==> src/rtl/laser_controller_pkg.sv <==
// Shared widths, laser FSM state encoding and the spawn-row helper for the laser controller.
package laser_controller_pkg;

    localparam int X_W = 8;
    localparam int Y_W = 7;

    typedef enum logic [2:0] {
        S_OFF   = 3'd0,
        S_READY = 3'd1,
        S_FLY   = 3'd2,
        S_HIT   = 3'd3,
        S_END   = 3'd4
    } laser_state_t;

    // Row at which a new laser appears: offset rows above the rocket, never above the retire row.
    function automatic logic [Y_W-1:0] spawn_row(input logic [Y_W-1:0] rocket_row,
                                                 input int top_y,
                                                 input int offset);
        int r;
        r = int'(rocket_row);
        if (r < top_y + offset)
            return Y_W'(top_y);
        return Y_W'(r - offset);
    endfunction

endpackage

==> src/rtl/laser_step_timer.sv <==
// Free-running step counter for the laser: counts 0..STEP_CYCLES-1 while enabled and flags
// the last count so the laser moves one row as the counter wraps.
module laser_step_timer #(
    parameter int STEP_CYCLES = 833333
) (
    input  logic clock,
    input  logic reset,
    input  logic clear,
    input  logic enable,
    output logic tick
);

    localparam int CW = (STEP_CYCLES > 2) ? $clog2(STEP_CYCLES) : 1;
    localparam logic [CW-1:0] LAST = CW'(STEP_CYCLES - 1);

    logic [CW-1:0] count;

    assign tick = enable && (count == LAST);

    // Count while enabled, wrap on the step tick, restart from zero on every spawn.
    always_ff @(posedge clock or posedge reset) begin
        if (reset)
            count <= '0;
        else if (clear)
            count <= '0;
        else if (enable)
            count <= tick ? '0 : count + CW'(1);
    end

endmodule

==> src/rtl/laser_controller.sv <==
// Single player laser: spawns at the rocket on a fire press, climbs one row per step tick and
// retires at the top row or on a collision hit. All outputs are registered.
//
//  state   | meaning
//  --------+---------------------------------------------------------------
//  S_OFF   | game not running, laser logic idle
//  S_READY | game running, waiting for a fire press
//  S_FLY   | laser in flight, moving up one row per step tick
//  S_HIT   | retired by destroy_laser, laser_destroyed pulses next clock
//  S_END   | reached the top row, laser_move_done pulses next clock
module laser_controller
    import laser_controller_pkg::*;
#(
    parameter int STEP_CYCLES  = 833333,
    parameter int TOP_Y        = 0,
    parameter int SPAWN_OFFSET = 1
) (
    input  logic           clock,
    input  logic           reset,
    input  logic           start,
    input  logic           fire,
    input  logic [X_W-1:0] rocketx,
    input  logic [Y_W-1:0] rockety,
    input  logic           destroy_laser,
    output logic [X_W-1:0] laser_x,
    output logic [Y_W-1:0] laser_y,
    output logic           laser_active,
    output logic           laser_move_done,
    output logic           laser_destroyed
);

    localparam logic [Y_W-1:0] TOP_ROW = Y_W'(TOP_Y);

    laser_state_t   state, state_n;
    logic           fire_q;
    logic           fire_edge;
    logic           step_tick;
    logic           timer_clear;
    logic [X_W-1:0] x_n;
    logic [Y_W-1:0] y_n;
    logic           active_n;
    logic           done_n;
    logic           destroyed_n;

    assign fire_edge = fire & ~fire_q;

    laser_step_timer #(
        .STEP_CYCLES(STEP_CYCLES)
    ) u_step_timer (
        .clock (clock),
        .reset (reset),
        .clear (timer_clear),
        .enable(state == S_FLY),
        .tick  (step_tick)
    );

    // Next state and next output values; laser_active drops on the edge that leaves S_FLY,
    // while the retirement pulses come from the one-cycle S_HIT/S_END states.
    always_comb begin
        state_n     = state;
        x_n         = laser_x;
        y_n         = laser_y;
        active_n    = laser_active;
        done_n      = 1'b0;
        destroyed_n = 1'b0;
        timer_clear = 1'b0;
        case (state)
            S_OFF: begin
                if (start)
                    state_n = S_READY;
            end
            S_READY: begin
                if (!start) begin
                    state_n = S_OFF;
                end else if (fire_edge) begin
                    state_n     = S_FLY;
                    x_n         = rocketx;
                    y_n         = spawn_row(rockety, TOP_Y, SPAWN_OFFSET);
                    active_n    = 1'b1;
                    timer_clear = 1'b1;
                end
            end
            S_FLY: begin
                if (!start) begin
                    state_n  = S_OFF;
                    active_n = 1'b0;
                end else if (destroy_laser) begin
                    state_n  = S_HIT;
                    active_n = 1'b0;
                end else if (step_tick) begin
                    if (laser_y == TOP_ROW) begin
                        state_n  = S_END;
                        active_n = 1'b0;
                    end else begin
                        y_n = laser_y - Y_W'(1);
                    end
                end
            end
            S_HIT: begin
                destroyed_n = 1'b1;
                state_n     = S_READY;
            end
            S_END: begin
                done_n  = 1'b1;
                state_n = S_READY;
            end
            default: begin
                state_n  = S_OFF;
                active_n = 1'b0;
            end
        endcase
    end

    // State, fire history and registered outputs.
    always_ff @(posedge clock or posedge reset) begin
        if (reset) begin
            state           <= S_OFF;
            fire_q          <= 1'b0;
            laser_x         <= '0;
            laser_y         <= '0;
            laser_active    <= 1'b0;
            laser_move_done <= 1'b0;
            laser_destroyed <= 1'b0;
        end else begin
            state           <= state_n;
            fire_q          <= fire;
            laser_x         <= x_n;
            laser_y         <= y_n;
            laser_active    <= active_n;
            laser_move_done <= done_n;
            laser_destroyed <= destroyed_n;
        end
    end

endmodule

==> config.mk <==
export PLATFORM = sky130hd
export DESIGN_NAME = laser_controller
export DESIGN_NICKNAME = d
export VERILOG_FILES = /design/src/rtl/laser_controller_pkg.sv /design/src/rtl/laser_step_timer.sv /design/src/rtl/laser_controller.sv
export SDC_FILE = /design/constraint.sdc
export NUM_CORES = 1
export LEC_CHECK = 0
export BUFFER_PORTS_ARGS = -buffer_cell sky130_fd_sc_hd__buf_2
export CAP_MARGIN = 20
export CORE_MARGIN = 2
export CORE_UTILIZATION = 50
export DETAILED_ROUTE_END_ITERATION = 8
export PLACE_DENSITY_LB_ADDON = 0.08
export REMOVE_ABC_BUFFERS = 1
export SETUP_SLACK_MARGIN = 0.15
export SKIP_CTS_REPAIR_TIMING = 1
export SYNTH_ARGS = -nofsm -noshare
export SYNTH_HDL_FRONTEND = slang
export SYNTH_HIERARCHICAL = 1
export SYNTH_SLANG_ARGS = --single-unit
==> constraint.sdc <==
create_clock -name clock -period 2.8 [get_ports clock]
set_input_delay 0.56 -clock clock [delete_from_list [all_inputs] [get_ports clock]]
set_output_delay 0.56 -clock clock [all_outputs]
set_load 0.05 [all_outputs]
# Word level (Yosys, flattened, before mapping)
# Cells that the tools add are included.
# Widths: inputs -> output; s select.
# totals
word_cells,77
mem_bits_rw,0
latch_bits,0
regBits,42
romBits,0
mem_count,0
# op_classes
n_lt_le_gt_ge,1
reduce_logical,11
n_shift,0
div,0
n_bitwise,3
add_sub_neg,3
n_mul,0
n_mux,36
n_eq_ne,15
# ops
op,n
$mux 20,3
$mux 7,8
$mux 3,7
$add 20x1->20 const B,1
$eq 20x20->1 const B,1
$mux 1,15
$ne 2x2->1 const B,7
$pmux 7 s2,1
$sub 7x1->7 const B,2
$pmux 3 s4,1
$ne 4x4->1 const B,2
$logic_not 7->1,1
$lt 7x1->1 const B,1
$reduce_and 7->1,1
$eq 3x2->1 const B,2
$reduce_and 5->1,1
$reduce_and 4->1,1
$reduce_bool 2->1,2
$eq 3x1->1 const B,1
$eq 3x3->1 const B,1
$logic_not 3->1,1
$ne 3x3->1 const B,1
$pmux 1 s3,1
$reduce_and 3->1,1
other kinds (5),6

# Depth between registers and ports, before layout
# logic_depth
depth_word,9
mapped_depth,13

# Modules after synthesis
# The synthesis kept the hierarchy.
# by_module_without_submodules
mod,area_each_um2,cells_each,instances
laser_controller,1232.4,142,1
laser_step_timer,1091.0,123,1

# Least setup slack after synthesis
# OpenSTA, ideal clock, no wires.
# synth_timing
kind,reg2reg
from,reg state[1]
to,reg laser_y[1]
setup_time_ns,0.125
t_required_ns,2.675
setup_slack_ns,0.063
stages_incl_launch_ff,14
path_buffers,3
arrival_ns,2.612
cell_sequence,dfrtp_1 > or3b_1 > buf_6 > inv_1 > buf_2 > clkbuf_1 > nand3b_1 > nor4_1 > nand3_1 > inv_1 > nand3b_1 > a22oi_2 > o221a_2 > a21oi_1
# synth_between
elab_chain_len,4
word_cells_on_any_way,12
classes_between,eq/ne (8); mux (1); reduce/logical (3)
# synth_lines
element,line,rtl
from (decl),laser_controller.sv:34,"laser_state_t state, state_n;"
from (signal assigned),laser_controller.sv:125,state <= state_n;
$eq 3x2->1,laser_controller.sv:53,".enable(state == S_FLY),"
$logic_and 1x1->1,laser_step_timer.sv:18,assign tick = enable && (count == LAST);
net step_tick,laser_controller.sv:37,logic step_tick;
$ne 2x2->1 (no source line),--,
$reduce_and 7->1 (no source line),--,
to (signal assigned),laser_controller.sv:128,laser_y <= y_n;
to (decl),laser_controller.sv:26,"output logic [Y_W-1:0] laser_y,"
# The timed path passes the listed nets, and every way through them passes these cells.
# A chain may end at the register's enable or synchronous reset.

# Worst setup path after layout
# layout_timing
from,reg state[0]
to,reg laser_y[1]
# The elaborated chain is that of the path after synthesis.

==> impl_metrics.env <==
export IMPL_overflow=0
export IMPL_swShare_pct=45.7
export IMPL_yosys_most_used_dff="dfrtp_1"
export IMPL_clk_pin_slew_ns=0.08
export IMPL_dieArea_mm2=0.00521
export IMPL_fin_skew_ns=0.00905
export IMPL_synth_xor_area_share_pct=5.65
export IMPL_critPathArrivalTime_ns=2.55
export IMPL_status="complete, no violations"
export IMPL_rows=24
export IMPL_yosysWarnings=6
export IMPL_finalWirelength_mm=4.95
export IMPL_timing_rr_end="laser_y[1]"
export IMPL_nFillCells=405
export IMPL_synth_edf_count=0
export IMPL_synthDominantCellAreaShare_pct=45.2
export IMPL_vias=2026
export IMPL_drcViolationCount=0
export IMPL_ff2ff_path_depth=10
export IMPL_first_pass_iters=5
export IMPL_required_ns=2.97
export IMPL_antenna_found_initial=0
export IMPL_synthCells=265
export IMPL_setup_violations=0
export IMPL_intPower_mw=1.17
export IMPL_grt_pass1_vias=1978
export IMPL_p_seq_share_pct=40.4
export IMPL_core_area_mm2=0.00441
export IMPL_final_cell_mix="nand2_1, dfrtp_1, buf_2"
export IMPL_vias_per_cell=5.60
export IMPL_synth_simple_gate_area_share_pct=26.6
export IMPL_async_flop_share_pct=100
export IMPL_maxCapViolCount=0
export IMPL_clock_latency_ns=0.29
export IMPL_place_congestion=0.816
export IMPL_nNetsFinal=334
export IMPL_avgSynthCellArea_um2=8.77
export IMPL_layout_area_seq_mm2=0.00105
export IMPL_drive_gt1_share_pct=20.6
export IMPL_wl_per_cell_um=13.7
export IMPL_fin_crit_sh_pct=85.1
export IMPL_final_antenna_net_count=0
export IMPL_slew_viol_final=0
export IMPL_finalSetupTns_ns=0
export IMPL_rsz0062_at_grt="false"
export IMPL_end_kind="register"
export IMPL_cts_root_buf="clkbuf_8"
export IMPL_synth_compound_area_share_pct=15.1
export IMPL_r2r_slack_ns=0.42
export IMPL_leakagePower_nw=1.28
export IMPL_tritoncts="done"
export IMPL_clkPwrFrac_pct=18.4
export IMPL_diodes=0
export IMPL_ir_worst_vdd_mv=0.305
export IMPL_synth_mux_area_fraction_pct=0.485
export IMPL_drt_first_iter_violations=177
export IMPL_synth_seq_area_share_pct=45.2
export IMPL_grt_usage_pct=21.0
export IMPL_io_buffers=37
export IMPL_utilization_pct=60.9
export IMPL_clk_path_buf_depth=2
export IMPL_clock_sinks=42
export IMPL_crit_type="register to register"
export IMPL_synth_area_mm2=0.00232
export IMPL_crit_fanout=7
export IMPL_grt_max_degree=23
export IMPL_combPwrFrac_pct=41.2
export IMPL_startpoint_type="register"
export IMPL_synth_fa_ha_area_share_pct=2.69
export IMPL_die_y_um=72.2
export IMPL_ys_seq_elements=42
export IMPL_layout_commonest_cell="nand2_1"
export IMPL_synth_top_family_by_area="simple AND/OR/NAND/NOR gates"
export IMPL_cts_buffers=5
export IMPL_hold_viol_final=0
export IMPL_yosys_area_top_type="dfrtp_1"
export IMPL_hpwl_mm=3.68
export IMPL_htree_levels=2
export IMPL_switchingPower_mw=0.987
export IMPL_reg2reg_from="state[0]"
export IMPL_grt_pass1_wl_mm=8.70
export IMPL_clock_fmax_ghz=0.420
export IMPL_ios=38
export IMPL_hp_class="input port to asynchronous set/reset pin"
export IMPL_die_w_um=72.2
export IMPL_relSlewSlack_pct=44.2
export IMPL_tightest_slew_ns=0.837
export IMPL_multi_input_area_mm2=0.00118
export IMPL_syn_to_final_growth_pct=15.7
export IMPL_ys_top_cells_by_area="dfrtp_1, nand2_1, nor2_1"
export IMPL_initial_core_util_pct=52.6
export IMPL_power_density_mw_per_mm2=803
export IMPL_period_minus_slack_ns=2.38
export IMPL_synth_distinct_cells=51
export IMPL_power_mw=2.16
-- how the worst max path moves through the flow --
stage / startpoint / to / slack, ns / cells after the start
finish: state[0] / laser_y[1] / 0.42 / 10
global route: state[0] / laser_y[1] / 0.21 / 10
CTS: state[1] / laser_y[1] / 0.24 / 10
detailed placement: state[1] / laser_y[1] / 0.29 / 10
global placement: state[1] / laser_y[1] / 0.43 / 10
floorplan: state[1] / laser_y[1] / 0.21 / 10
-- cell usage after synthesis (all sizes together), types with 3 or more instances --
cell type / number
o31ai: 3
nand3: 8
or4: 5
buf: 5
xnor2: 6
inv: 15
nand3b: 3
nand2b: 5
nor4: 4
o21ai: 18
xor2: 9
dfrtp: 42
nor3: 5
nor2: 29
ha: 5
a22oi: 3
nand2: 48
nand4: 6
a21oi: 13
-- area by class of cell --
| class | count | share of cell area (%) |
|---|---|---|
| multi-input combinational | 200 | 43.9 |
| sequential | 42 | 39.2 |
| tap | 52 | 2.42 |
| timing repair buffer | 44 | 8.85 |
| clock buffer | 7 | 3.21 |
| inverter | 16 | 2.23 |
| clock inverter | 1 | 0.186 |
-- sequential cells by signal, summed over array words and instances (netlist names) --
register,cells
state,3
laser_destroyed,1
laser_move_done,1
laser_active,1
fire_q,1
laser_x,8
laser_y,7
u_step_timer/count,20
-- critical path, stage by stage, from the launching register on --
cell and delay [ns]:
dfrtp_1 0.41, or3b_1 0.41, inv_1 0.09, nand3b_1 0.09
nor4_2 0.16, nand3_1 0.18, inv_2 0.12, nand3b_1 0.17
a22oi_2 0.35, o221a_2 0.25, a21oi_1 0.04
-- power groups by stage --
stage	sequential, mW	clock, mW	combinational (mW)
floorplan	1.28	0	0.264
global placement	0.886	0	0.882
detailed placement	0.885	0	0.893
CTS	0.872	0.406	0.895
global route	0.902	0.419	0.971
finish	0.872	0.397	0.890
-- stage by stage --
stage	std cells	setup WS (ns)	hold WS (ns)	cell area, um^2
floorplan	258	0.206	0.460	2290
global placement	351	0.428	0.454	2570
detailed placement	351	0.287	0.457	2570
CTS	359	0.243	0.404	2660
global route	362	0.209	0.413	2690
finish	362	0.418	0.412	2690
-- routing by layer --
layer	routed length, um	track usage [%]	vias up
li1	-	-	1013
met2	2400	35.7	34
met1	2330	27.6	972
met5	0	0	-
met3	167	3.75	7
met4	44	5.87	0
-- cell families after synthesis --
| logic type | after synthesis |
|---|---|
| compound gates | 54 |
| xor+xnor | 15 |
| fa+ha+maj | 5 |
| buf+inv | 23 |
| flops | 42 |
| mux | 1 |
| simple gates | 125 |
Note: power is estimated with default switching activity, not from simulation.
